$ cat config.mk
export PLATFORM = sky130hd
export DESIGN_NAME = oled_frame_transmitter_flat
export DESIGN_NICKNAME = d
export VERILOG_FILES = /design/src/rtl/oled_frame_transmitter_if.sv /design/src/rtl/oled_frame_transmitter.sv /design/src/flat_wrapper.sv
export SDC_FILE = /design/constraint.sdc
export NUM_CORES = 1
export LEC_CHECK = 0
export CORE_MARGIN = 3
export CORE_UTILIZATION = 48
export DETAILED_ROUTE_END_ITERATION = 16
export GPL_TIMING_DRIVEN = 0
export PLACE_DENSITY = 0.73
export SYNTH_ARGS = -nofsm -noshare
export SYNTH_HDL_FRONTEND = slang
export SYNTH_SLANG_ARGS = --single-unit
$ cat constraint.sdc
create_clock -name clk -period 2 [get_ports clk]
set_input_delay 0.3 -clock clk [delete_from_list [all_inputs] [get_ports clk]]
set_output_delay 0.3 -clock clk [all_outputs]
set_load 0.05 [all_outputs]
$ cat src/rtl/oled_frame_transmitter_if.sv
// Frame interface between the drawing logic and the SSD1331 pixel-stream transmitter.
// The transmitter takes the master side; the drawing logic takes the slave side.
interface oled_frame_transmitter_if;
  logic        enable;
  logic [15:0] pixel_data;
  logic        frame_begin;
  logic        sending_pixels;
  logic        sample_pixel;
  logic [12:0] pixel_index;
  logic        cs;
  logic        sdin;
  logic        sclk;
  logic        d_cn;

  modport master (
    input  enable,
    input  pixel_data,
    output frame_begin,
    output sending_pixels,
    output sample_pixel,
    output pixel_index,
    output cs,
    output sdin,
    output sclk,
    output d_cn
  );

  modport slave (
    output enable,
    output pixel_data,
    input  frame_begin,
    input  sending_pixels,
    input  sample_pixel,
    input  pixel_index,
    input  cs,
    input  sdin,
    input  sclk,
    input  d_cn
  );
endinterface

$ cat src/rtl/oled_frame_transmitter.sv
// Streams a window-setup command prefix and then a full RGB565 frame to the
// 96x64 SSD1331 over 4-wire SPI, fetching each pixel one byte ahead of use.
module oled_frame_transmitter #(
  parameter int WIDTH     = 96,
  parameter int HEIGHT    = 64,
  parameter int FRAME_GAP = 1000
) (
  input  logic                     clk,
  input  logic                     reset,
  oled_frame_transmitter_if.master bus
);
  localparam logic [2:0] S_IDLE  = 3'd0;
  localparam logic [2:0] S_START = 3'd1;
  localparam logic [2:0] S_CMD   = 3'd2;
  localparam logic [2:0] S_PIX   = 3'd3;
  localparam logic [2:0] S_GAP   = 3'd4;

  localparam int              GW       = (FRAME_GAP > 1) ? $clog2(FRAME_GAP) : 1;
  localparam logic [GW-1:0]   GAP_LAST = GW'(FRAME_GAP - 1);
  localparam logic [12:0]     LAST_PIX = 13'(WIDTH * HEIGHT - 1);

  logic [2:0]    r_state;
  logic [3:0]    r_cyc;
  logic [2:0]    r_byte;
  logic [7:0]    r_shift;
  logic [7:0]    r_pix_lo;
  logic          r_hi;
  logic          r_last;
  logic [GW-1:0] r_gap;
  logic          r_cs;
  logic          r_sclk;
  logic          r_sdin;
  logic          r_d_cn;
  logic          r_frame_begin;
  logic          r_sending;
  logic          r_sample;
  logic [12:0]   r_pixel_index;

  logic [7:0]    w_next_byte;
  logic          w_fetch_byte;
  logic          w_frame_end;

  function automatic logic [7:0] cmd_byte(input logic [2:0] idx);
    case (idx)
      3'd0:    return 8'h15;
      3'd1:    return 8'h00;
      3'd2:    return 8'(WIDTH - 1);
      3'd3:    return 8'h75;
      3'd4:    return 8'h00;
      default: return 8'(HEIGHT - 1);
    endcase
  endfunction

  // A "fetch" byte is the one during which the next pixel is indexed and sampled.
  always_comb begin
    w_fetch_byte = ((r_state == S_CMD) && (r_byte == 3'd5)) ||
                   ((r_state == S_PIX) && !r_hi && !r_last);
    w_frame_end  = (r_state == S_PIX) && !r_hi && r_last;
    w_next_byte  = 8'h00;
    case (r_state)
      S_START: w_next_byte = cmd_byte(3'd0);
      S_CMD:   w_next_byte = (r_byte == 3'd5) ? bus.pixel_data[15:8] : cmd_byte(r_byte + 3'd1);
      S_PIX:   w_next_byte = r_hi ? r_pix_lo : bus.pixel_data[15:8];
      default: w_next_byte = 8'h00;
    endcase
  end

  always_ff @(posedge clk or negedge reset) begin
    if (!reset) begin
      r_state       <= S_IDLE;
      r_cyc         <= 4'd0;
      r_byte        <= 3'd0;
      r_shift       <= 8'h00;
      r_pix_lo      <= 8'h00;
      r_hi          <= 1'b0;
      r_last        <= 1'b0;
      r_gap         <= '0;
      r_cs          <= 1'b1;
      r_sclk        <= 1'b1;
      r_sdin        <= 1'b0;
      r_d_cn        <= 1'b0;
      r_frame_begin <= 1'b0;
      r_sending     <= 1'b0;
      r_sample      <= 1'b0;
      r_pixel_index <= 13'd0;
    end else begin
      r_frame_begin <= 1'b0;
      r_sample      <= 1'b0;
      case (r_state)
        S_IDLE: begin
          if (bus.enable) begin
            r_state       <= S_START;
            r_frame_begin <= 1'b1;
            r_pixel_index <= 13'd0;
          end
        end
        S_START: begin
          r_state <= S_CMD;
          r_byte  <= 3'd0;
          r_last  <= 1'b0;
          r_cyc   <= 4'd0;
          r_cs    <= 1'b0;
          r_d_cn  <= 1'b0;
          r_sclk  <= 1'b0;
          r_shift <= w_next_byte;
          r_sdin  <= w_next_byte[7];
        end
        S_CMD, S_PIX: begin
          if (!r_cyc[0]) begin
            r_sclk <= 1'b1;
            r_cyc  <= r_cyc + 4'd1;
            if ((r_cyc == 4'd14) && w_fetch_byte) begin
              r_sample <= 1'b1;
            end
          end else if (r_cyc != 4'd15) begin
            r_sclk  <= 1'b0;
            r_sdin  <= r_shift[6];
            r_shift <= {r_shift[6:0], 1'b0};
            r_cyc   <= r_cyc + 4'd1;
          end else if (w_frame_end) begin
            r_state   <= S_GAP;
            r_cs      <= 1'b1;
            r_sclk    <= 1'b1;
            r_sdin    <= 1'b0;
            r_d_cn    <= 1'b0;
            r_sending <= 1'b0;
            r_last    <= 1'b0;
            r_gap     <= '0;
          end else begin
            r_cyc   <= 4'd0;
            r_sclk  <= 1'b0;
            r_shift <= w_next_byte;
            r_sdin  <= w_next_byte[7];
            if (w_fetch_byte) begin
              r_pix_lo <= bus.pixel_data[7:0];
            end
            if (r_state == S_CMD) begin
              if (r_byte == 3'd5) begin
                r_state   <= S_PIX;
                r_d_cn    <= 1'b1;
                r_sending <= 1'b1;
                r_hi      <= 1'b1;
              end else begin
                r_byte <= r_byte + 3'd1;
              end
            end else begin
              r_hi <= !r_hi;
              // Entering a low byte: index the next pixel, or flag the final one.
              if (r_hi) begin
                if (r_pixel_index == LAST_PIX) begin
                  r_last <= 1'b1;
                end else begin
                  r_pixel_index <= r_pixel_index + 13'd1;
                end
              end
            end
          end
        end
        S_GAP: begin
          if (r_gap == GAP_LAST) begin
            if (bus.enable) begin
              r_state       <= S_START;
              r_frame_begin <= 1'b1;
              r_pixel_index <= 13'd0;
            end else begin
              r_state <= S_IDLE;
            end
          end else begin
            r_gap <= r_gap + GW'(1);
          end
        end
        default: r_state <= S_IDLE;
      endcase
    end
  end

  assign bus.cs             = r_cs;
  assign bus.sclk           = r_sclk;
  assign bus.sdin           = r_sdin;
  assign bus.d_cn           = r_d_cn;
  assign bus.frame_begin    = r_frame_begin;
  assign bus.sending_pixels = r_sending;
  assign bus.sample_pixel   = r_sample;
  assign bus.pixel_index    = r_pixel_index;
endmodule

$ cat src/flat_wrapper.sv
// flat-port wrapper written by rule: the top's interface ports become plain ports
module oled_frame_transmitter_flat 
#(
  parameter int WIDTH     = 96,
  parameter int HEIGHT    = 64,
  parameter int FRAME_GAP = 1000
)
  (clk, reset, bus_enable, bus_pixel_data, bus_frame_begin, bus_sending_pixels, bus_sample_pixel, bus_pixel_index, bus_cs, bus_sdin, bus_sclk, bus_d_cn);
  oled_frame_transmitter_if bus_i ();
  input  logic clk;
  input  logic reset;
  input wire logic [$bits(bus_i.enable)-1:0] bus_enable;
  input wire logic [$bits(bus_i.pixel_data)-1:0] bus_pixel_data;
  output wire logic [$bits(bus_i.frame_begin)-1:0] bus_frame_begin;
  output wire logic [$bits(bus_i.sending_pixels)-1:0] bus_sending_pixels;
  output wire logic [$bits(bus_i.sample_pixel)-1:0] bus_sample_pixel;
  output wire logic [$bits(bus_i.pixel_index)-1:0] bus_pixel_index;
  output wire logic [$bits(bus_i.cs)-1:0] bus_cs;
  output wire logic [$bits(bus_i.sdin)-1:0] bus_sdin;
  output wire logic [$bits(bus_i.sclk)-1:0] bus_sclk;
  output wire logic [$bits(bus_i.d_cn)-1:0] bus_d_cn;
  assign bus_i.enable = bus_enable;
  assign bus_i.pixel_data = bus_pixel_data;
  assign bus_frame_begin = bus_i.frame_begin;
  assign bus_sending_pixels = bus_i.sending_pixels;
  assign bus_sample_pixel = bus_i.sample_pixel;
  assign bus_pixel_index = bus_i.pixel_index;
  assign bus_cs = bus_i.cs;
  assign bus_sdin = bus_i.sdin;
  assign bus_sclk = bus_i.sclk;
  assign bus_d_cn = bus_i.d_cn;
  oled_frame_transmitter #(.WIDTH(WIDTH), .HEIGHT(HEIGHT), .FRAME_GAP(FRAME_GAP)) u_core (.clk(clk), .reset(reset), .bus(bus_i));
endmodule
# Word-level counts from Yosys, hierarchy flattened
# Index checks and enable logic that the tools add are counted.
# Widths: inputs -> output; s select.
[word_totals] reg_bits=57 input_bits=19 n_memories=0 latch_bits=0 out_inout_bits=20 rom_bits=0 ramBits=0 word_cells=159
[classes] n_reduce_logical=30 mux=73 bitwise_logic=2 div_mod_pow=0 eq_ne=33 n_mul=0 n_addsub=4 n_lt_le_gt_ge=0 shifts=0
[ops] operator="$mux 13" n=8
[ops] operator="$mux 10" n=4
[ops] operator="$pmux 13 s3" n=1
[ops] operator="$mux 3" n=12
[ops] operator="$pmux 7 s4" n=1
[ops] operator="$mux 1" n=27
[ops] operator="$reduce_and 5->1" n=5
[ops] operator="$pmux 8 s3" n=1
[ops] operator="$mux 7" n=3
[ops] operator="$pmux 10 s2" n=1
[ops] operator="$reduce_and 6->1" n=3
[ops] operator="$mux 8" n=2
[ops] operator="$ne 2x2->1 const B" n=8
[ops] operator="$pmux 7 s2" n=1
[ops] operator="$add 13x1->13 const B" n=1
[ops] operator="$eq 13x13->1 const B" n=1
[ops] operator="$eq 3x2->1 const B" n=4
[ops] operator="$mux 4" n=3
[ops] operator="$ne 3x1->1 const B" n=4
[ops] operator="$pmux 1 s2" n=6
[ops] operator="$pmux 3 s4" n=1
[ops] operator="$add 10x1->10 const B" n=1
[ops] operator="$eq 10x10->1 const B" n=1
[ops] operator="$ne 2x1->1 const B" n=5
[ops] operator="22 further kinds" n=38

# Longest topological paths before layout
# Gate-level depths: netlist of run 1.
[logic_depth] word_depth=10 depth_mapped=8 depth_no_buf=7

# Worst setup path after synthesis of run 1
# No wires, ideal clock.
[synth_timing] kind="register -> register" start="register u_core.r_pixel_index[0], in the netlist u_core.bus.pixel_index[0]" end="register u_core.r_pixel_index[6], in the netlist u_core.bus.pixel_index[6]" arrival_time_ns=1.969 path_buffers=1 slack_ns=-0.047 path_stages_with_launch=8 synth_period_minus_slack_ns=2.047 path_cell_list="dfrtp_1 -> ha_1 -> and3_1 -> nand4_1 -> nand3_2 -> buf_2 -> or3_1 -> a21oi_1"
[synth_between] elab_chain_cells=8
[synth_rtl] item="start: declaration" line_no="oled_frame_transmitter.sv:37" source="logic [12:0] r_pixel_index;"
[synth_rtl] item="start signal: assignment" line_no="oled_frame_transmitter.sv:153" source="r_pixel_index <= r_pixel_index + 13'd1;"
[synth_rtl] item="$add 13x1->13" line_no="oled_frame_transmitter.sv:153"
[synth_rtl] item="$mux 13" line_no="oled_frame_transmitter.sv:150" source="if (r_pixel_index == LAST_PIX) begin"
[synth_rtl] item="$mux 13" line_no="oled_frame_transmitter.sv:149" source="if (r_hi) begin"
[synth_rtl] item="$mux 13" line_no="oled_frame_transmitter.sv:137" source="if (r_state == S_CMD) begin"
[synth_rtl] item="$mux 13" line_no="oled_frame_transmitter.sv:120" source="end else if (w_frame_end) begin"
[synth_rtl] item="$mux 13" line_no="oled_frame_transmitter.sv:115" source="end else if (r_cyc != 4'd15) begin"
[synth_rtl] item="$mux 13" line_no="oled_frame_transmitter.sv:109" source="if (!r_cyc[0]) begin"
[synth_rtl] item="$pmux 13 s3" line_no="oled_frame_transmitter.sv:89" source="case (r_state)"
# Several ways; a longest one is shown, not always the timed one. The select of a mux whose other input is x is not followed.
# A chain may end at the register's enable or synchronous reset.

# Worst setup path after layout of run 1
[layout_timing] start="register u_core.r_state[0]" end="register u_core.r_gap[8]"
[layout_between] elab_chain_cells=5
[layout_rtl] item="start: declaration" line_no="oled_frame_transmitter.sv:22" source="logic [2:0] r_state;"
[layout_rtl] item="start signal: assignment" line_no="oled_frame_transmitter.sv:70" source="r_state <= S_IDLE;"
[layout_rtl] item="start signal: assignment" line_no="oled_frame_transmitter.sv:92" source="r_state <= S_START;"
[layout_rtl] item="start signal: assignment" line_no="oled_frame_transmitter.sv:98" source="r_state <= S_CMD;"
[layout_rtl] item="$eq 3x2->1" line_no="oled_frame_transmitter.sv:58, oled_frame_transmitter.sv:89"
[layout_rtl] item="$logic_and 1x1->1 (2 in series)" line_no="oled_frame_transmitter.sv:58" source="w_frame_end = (r_state == S_PIX) && !r_hi && r_last;"
[layout_rtl] item="$ne 2x1->1 (no line)"
[layout_rtl] item="$reduce_and 5->1 (no line)"
[layout_rtl] item="end signal: assignment" line_no="oled_frame_transmitter.sv:169" source="r_gap <= r_gap + GW'(1);"
[layout_rtl] item="end: declaration" line_no="oled_frame_transmitter.sv:29" source="logic [GW-1:0] r_gap;"
# Several ways; a longest one is shown, not always the timed one.

==> results.ini, run 1 <==
[logic_synthesis]
synth-simple-area-share_pct=23.8
muxShareOfSynthArea_pct=6.01
synth_area_um2=3250
ys_top_cells_by_area=dfrtp_1 (42%), nor2_1 (4.3%), mux2_2 (3.8%), ha_1 (3.5%), nand2_1 (3.4%)
async_flop_share_pct=100
ys_warn_count=0
synth_top_family_by_area=simple AND/OR/NAND/NOR gates
synth-seq-cells=57
seq_area_frac_synth_pct=44.0
ys.flop_type=dfrtp_1
synth.avg_cell_area_um2=9.28
synth_fa_ha_area_share_pct=3.47
synthXorXnorAreaFrac_pct=3.50
synth_compound_area_share_pct=15.2
ys_types=55
synth_fp_nets=378
synth_edf_count=0
synth_top_cell_by_area=dfrtp_1
synth_cells=350
synth.top_cell.area_share_pct=42.4

[cells_and_area]
drive_above_1_share_pct=20.9
final_common_cell=dfrtp_1
nNetsFinal=445
syn2layout_area_growth_pct=29.5
final_cell_area_um2=4210
final_core_util_pct=65.1
num_antenna_cells=0
layout.cells.most_common_list=dfrtp_1 (49), nor2_1 (36), clkdlybuf4s50_1 (35)
fillers=555

[global_routing]
grt_max_degree=32
antenna_found_initial=0
first_global_vias=2745
grt_usage_pct=22.0
grt_pass1_wl_um=13100
grt_overflow=0

[floorplanning]
start_util_pct=50.3
core_um2=6460
rows=29
die-width_um=88.3
die_area_um2=7790
io-pin-count=39
dieHeight_um=88.3

[cts]
cts-root-buf=clkbuf_8
cts_buffers=9
cts_tree=yes
clkTransAtPathRegs_ns=0.07
clock_latency_ns=0.34
cts_htree_levels=3
cts_buffer_depth=2
clkSinkCount=57

[hold_path]
hold_path_class=reg -> reg

[sta]
slew_viol_final=0
setup_viol=1
period_needed_ns=2.07
worstMarginPinSlew_ns=0.612
fin_crit_sh_pct=103
finalClockSkew_ns=0.00481
rsz0062_at_grt=yes
worst_slack_ns=-0.0670
finalHoldViolCount=0
fmaxAchievable_mhz=484
max_slew_margin_pct=59.2

[outcome]
violations=setup timing
status=complete, but fails checks

[setup_path]
critical_path_required_ns=2.21
critPathKind=reg -> reg
cp_max_fo=6
rrSetupSlack_ns=-0.07
critPathLaunchType=flip-flop
end_kind=flip-flop
worstPathArrival_ns=2.27

[placed_design]
io_buffers=38
dpl.hpwl_um=5600
routabilityCongestion=0.862
postPlaceCellArea_um2=3740

[route]
avgRoutedWirePerCell_um=16.7
drtIter0Drc=218
highest_layer=met4
drt-total-wl_um=8320
num_vias=3025
drt-met1-wl_um=3900
vias_per_cell=6.07
final_antenna_net_count=0
dr.pass1.iters=5
met2_length_um=3780
route.met3.wl_um=492
drc=0

[power_and_ir_drop]
leakagePower_nw=1.91
power-per-cell-area_nw_per_um2=525
irDropWorstVdd_mv=0.388

[flow_run]
maxCapViolCount=0

-- critical path, stage by stage (launching register included) --
cell,delay [ns]
dfrtp_1,0.45
or3b_4,0.44
a31o_4,0.23
buf_8,0.13
or4_4,0.47
xor2_1,0.17
nor2_1,0.05
-- what timing repair did --
action                                  CTS  global route
endpoints found under the setup margin   38            33
resized for setup                        16            23
hold buffers                              1             0
cloned                                    0             0
pin swaps                                 7            17
hold endpoints to repair                 11             0
buffers inserted                          7            10
-- kinds of logic (layout without fill, tap and decap cells) --
| kind of cell | count (synthesis) | count (layout) |
|---|---|---|
| simple gates | 147 | 147 |
| compound gates | 77 | 77 |
| flops | 57 | 57 |
| buf+inv | 29 | 100 |
| mux | 18 | 18 |
| xor+xnor | 13 | 13 |
| fa+ha+maj | 9 | 9 |
-- final timing paths --
check,from,to,cells past startpoint
max,u_core.r_state[0]$_DFFE_PN0P_,u_core.r_gap[8]$_DFFE_PN0P_,6
min,u_core.bus.sclk$_DFFE_PN1N_,u_core.bus.sclk$_DFFE_PN1N_,2
max reg2reg,u_core.r_state[0]$_DFFE_PN0P_,u_core.r_gap[8]$_DFFE_PN0P_,6
min reg2reg,u_core.bus.sclk$_DFFE_PN1N_,u_core.bus.sclk$_DFFE_PN1N_,2
max in group asynchronous,reset,u_core.bus.sclk$_DFFE_PN1N_,3
min in group asynchronous,reset,u_core.r_shift[2]$_DFFE_PN0P_,2
-- where the power goes --
group / internal [mW] / leakage (nW) / switching [mW] / total [mW]
Sequential: 1.15 / 0.742 / 0 / 1.15
Clock: 0.537 / 0.0980 / 0.446 / 0.983
Combinational: 0.0393 / 1.07 / 0.0318 / 0.0711
-- registers in the layout, indices dropped and copies added (netlist names) --
name and count:
u_core.bus.frame_begin 1, u_core.bus.sending_pixels 1, u_core.r_state 3, u_core.bus.sdin 1, u_core.bus.pixel_index 13, u_core.bus.cs 1, u_core.r_byte 3, u_core.r_gap 10
u_core.r_last 1, u_core.bus.sample_pixel 1, u_core.r_shift 7, u_core.bus.d_cn 1, u_core.r_pix_lo 8, u_core.bus.sclk 1, u_core.r_hi 1, u_core.r_cyc 4
-- Yosys cell counts, drive strengths merged (7+ instances only) --
cell,instances
a21oi,20
buf,8
nand4,11
nand3,15
clkbuf,8
nor3,10
o21ai,21
nand2,29
nor2,39
xor2,7
inv,13
ha,9
dfrtp,55
mux2,12
-- per-layer routing --
metal | vias up | global-route usage, %
met5 | - | 0
met4 | 0 | 7.01
met3 | 14 | 6.24
met2 | 123 | 32.7
met1 | 1492 | 31.2
li1 | 1396 | -
-- through the flow --
stage	TNS (ns)	hold slack (ns)	std cells	power, mW	setup WS (ns)
2_1_floorplan	0	0.00441	350	1.18	0.0660
3_3_place_gp	-75.70	0.473	465	1.24	-1.41
3_5_place_dp	-8.45	0.349	466	1.25	-0.405
4_1_cts	-0.00916	0.502	488	2.22	-0.00323
5_1_grt	-0.433	0.527	498	2.29	-0.119
6_report	-0.0670	0.500	498	2.21	-0.0670
-- cell type report --
| cell class | instances | area, um2 | area share, % |
|---|---|---|---|
| plain buffers | 15 | 92.6 | 2.20 |
| clock buffers | 12 | 165 | 3.93 |
| clock inverters | 3 | 15.0 | 0.357 |
| inverters | 13 | 48.8 | 1.16 |
| multi-input cells | 264 | 1820 | 43.2 |
| flip-flops and latches | 57 | 1440 | 34.1 |
| well taps | 77 | 96.3 | 2.29 |
| repair buffers | 57 | 536 | 12.7 |
No activity file was read; power rests on OpenSTA's default activity.
==> inputs of run 2 (changes only) <==
--- a/config.mk
+++ b/config.mk
@@ -5,6 +5,7 @@
 export SDC_FILE = /design/constraint.sdc
 export NUM_CORES = 1
 export LEC_CHECK = 0
+export ABC_CLOCK_PERIOD_IN_PS = 2000
 export CORE_MARGIN = 3
 export CORE_UTILIZATION = 48
 export DETAILED_ROUTE_END_ITERATION = 16
==> results of run 2 <==
The final DEF is identical to that of run 1; final timing and power are the same.
==> inputs of run 3 (changes only) <==
--- a/config.mk
+++ b/config.mk
@@ -5,12 +5,15 @@
 export SDC_FILE = /design/constraint.sdc
 export NUM_CORES = 1
 export LEC_CHECK = 0
+export ABC_AREA = 1
 export ABC_CLOCK_PERIOD_IN_PS = 2000
 export CORE_MARGIN = 3
 export CORE_UTILIZATION = 48
+export CTS_CLUSTER_SIZE = 16
 export DETAILED_ROUTE_END_ITERATION = 16
 export GPL_TIMING_DRIVEN = 0
-export PLACE_DENSITY = 0.73
+export PLACE_DENSITY = 0.72
 export SYNTH_ARGS = -nofsm -noshare
 export SYNTH_HDL_FRONTEND = slang
 export SYNTH_SLANG_ARGS = --single-unit
+export TNS_END_PERCENT = 50
==> run 3 against run 2 <==
The run now ends clean. Fmax is 6.6% higher. Largest power group is now combinational logic. Cell count is 36% higher. Clock skew is 0.0025 ns higher. Global-route usage fell by 1.1 points.
==> results.ini, run 3 <==
[setup_path]
cp_max_fo=6
path_cells=clkdlybuf4s50_1
r2r-end=u_core.r_pix_lo[2]$_DFFE_PN0P_
critPathTopFamily=buffers and inverters
crit_buf_inv=1
r2r_start=u_core.r_byte[1]$_DFFE_PN0P_
critical_path_required_ns=1.70
crit_slowest_cell=clkdlybuf4s50_1
critPathLaunchType=flip-flop
end_kind=primary output
worstPathArrival_ns=1.64
rrSetupSlack_ns=0.10
reg2reg_depth=10
critPathKind=reg -> out
max_stage_delay_ns=0.84

[cells_and_area]
multi_input_area_um2=1890
nNetsFinal=602
layoutNonFillerInstCount=675
drive_above_1_share_pct=12.3
final_cell_area_um2=4440
num_antenna_cells=0
final_common_cell=nand2_1
fillers=641
seq_area_um2=1430
layout.cells.most_common_list=nand2_1 (183), nor2_1 (61), inv_1 (52)
syn2layout_area_growth_pct=24.7
largest_register_ff_count=13

[global_routing]
grtUsageMet1_pct=28.8
grt_overflow=0
first_global_vias=3066
use_met3_pct=4.59
grt_max_degree=38
grt_usage_pct=20.9
busiest_layer=met2
antenna_found_initial=0
grtUsageMet2_pct=31.8
grt_pass1_wl_um=14300

[logic_synthesis]
ys_warn_count=0
synth.most_common_cell=nand2_1
synth.top_cell.area_share_pct=38.6
ys_types=32
synth.avg_cell_area_um2=6.93
ys_top_cells_by_count=nand2_1 (184), nor2_1 (62), dfrtp_1 (55), inv_1 (52), nand3_1 (47)
seq_area_frac_synth_pct=40.1
synth_edf_count=0
async_flop_share_pct=100
ys_top_cells_by_area=dfrtp_1 (39%), nand2_1 (19%), nand3_1 (6.6%), nor2_1 (6.5%), inv_1 (5.5%)
synth_fp_nets=542
synth_cells=514
synth_area_um2=3560
synth_top_cell_by_area=dfrtp_1
synth-seq-cells=57
ys.flop_type=dfrtp_1

[sta]
fin_crit_sh_pct=96.9
max_slew_margin_pct=65.7
rsz0062_at_grt=yes
finalClockSkew_ns=0.00735
slew_viol_final=0
finalHoldViolCount=0
setup_viol=0
period_needed_ns=1.94
worstMarginPinSlew_ns=0.513
fmaxAchievable_mhz=516

[cts]
cts_buffers=9
clock_latency_ns=0.34
clkTransAtPathRegs_ns=0.07
cts_buffer_depth=2
cts_tree=yes
cts_htree_levels=3
cts-root-buf=clkbuf_8
clkSinkCount=57

[route]
drc=0
avgRoutedWirePerCell_um=12.9
final_antenna_net_count=0
drt-total-wl_um=8690
dr.pass1.iters=5
drtIter0Drc=210
num_vias=3471
vias_per_cell=5.14

[power_and_ir_drop]
pwr-share-seq_pct=35.2
clkPwrFrac_pct=27.7
power-per-cell-area_nw_per_um2=1080
leakagePower_nw=2.23
p_switching_mw=1.89
p_sw_share_pct=39.3
p_comb_share_pct=37.0
irDropWorstVdd_mv=0.648
power.internal_mw=2.91

[flow_run]
maxCapViolCount=0

[floorplanning]
die-width_um=92.2
core_um2=6980
io-pin-count=39
rows=30
die_area_um2=8490
dieHeight_um=92.2
start_util_pct=51.0

[outcome]
status=complete, no violations

[placed_design]
postPlaceCellArea_um2=4080
placed_cells=649
io_buffers=38
dpl.hpwl_um=6320
routabilityCongestion=0.939

[hold_path]
hold_path_class=in -> async

-- run 3: final cells by class --
cell class              count  share of cell area (%)
repair inverters            1                   0.113
clock inverters             6                    2.36
clock buffers              10                    3.10
inverters                  58                    5.07
flip-flops and latches     57                    32.3
multi-input cells         392                    42.5
plain buffers               7                    1.13
repair buffers             48                    10.8
well taps                  96                    2.70
-- run 3: worst max path at each step --
stage / startpoint / slack [ns] / depth (start not counted) / endpoint
2_1_floorplan: u_core.bus.pixel_index[0]$_DFFE_PN0P_ / 0.11 / 9 / u_core.bus.pixel_index[9]$_DFFE_PN0P_
3_3_place_gp: reset / -1.42 / 1 / u_core.bus.pixel_index[1]$_DFFE_PN0P_
3_5_place_dp: u_core.r_byte[1]$_DFFE_PN0P_ / -0.21 / 8 / u_core.r_byte[2]$_DFFE_PN0P_
4_1_cts: u_core.bus.cs$_DFFE_PN1P_ / 0.008 / 1 / bus_cs
5_1_grt: u_core.r_byte[1]$_DFFE_PN0P_ / -0.02 / 10 / u_core.r_pix_lo[2]$_DFFE_PN0P_
6_report: u_core.bus.pixel_index[2]$_DFFE_PN0P_ / 0.06 / 1 / bus_pixel_index[2]
-- run 3: stage by stage --
step / utilization (%) / TNS, ns / power [mW] / hold WS [ns] / setup WS [ns]
after floorplan: - / 0 / 2.92 / 0.00441 / 0.114
after global placement: 58.2 / -68.51 / 3.37 / 0.465 / -1.42
after detailed placement: 58.5 / -1.38 / 3.43 / 0.292 / -0.211
after CTS: 62.2 / 0 / 4.78 / 0.455 / 0.00825
after global routing: 63.7 / -0.0306 / 5.12 / 0.485 / -0.0182
final: 63.7 / 0 / 4.80 / 0.449 / 0.0614
-- run 3: cell families after synthesis --
group | Yosys count | share of synthesized area, %
and+or+nand+nor | 323 | 38.9
buffers and inverters | 65 | 7.48
DFF | 57 | 40.1
AOI/OAI and AO/OA | 53 | 8.64
adders and majority gates | 9 | 3.16
xor gates and xnor gates | 7 | 1.72
-- run 3: what timing repair did --
action,CTS,global route
resized for setup,4,14
setup endpoints to repair,14,38
hold buffers,1,0
endpoints found under the hold margin,18,0
pin swaps,0,2
gates cloned,0,1
buffers inserted,0,8
-- run 3: power groups by stage --
stage	clock network (mW)	logic (mW)	registers, mW
detailed placement	0	1.73	1.70
global route	1.40	1.98	1.74
finish	1.33	1.78	1.69
CTS	1.36	1.74	1.69
global placement	0	1.69	1.69
floorplan	0	1.13	1.79
-- run 3: routing by layer --
| layer | vias up | share of wire [%] |
|---|---|---|
| met4 | 0 | 1.7 |
| met3 | 18 | 5.5 |
| met2 | 114 | 46 |
| li1 | 1753 | - |
| met5 | - | 0 |
| met1 | 1586 | 47 |
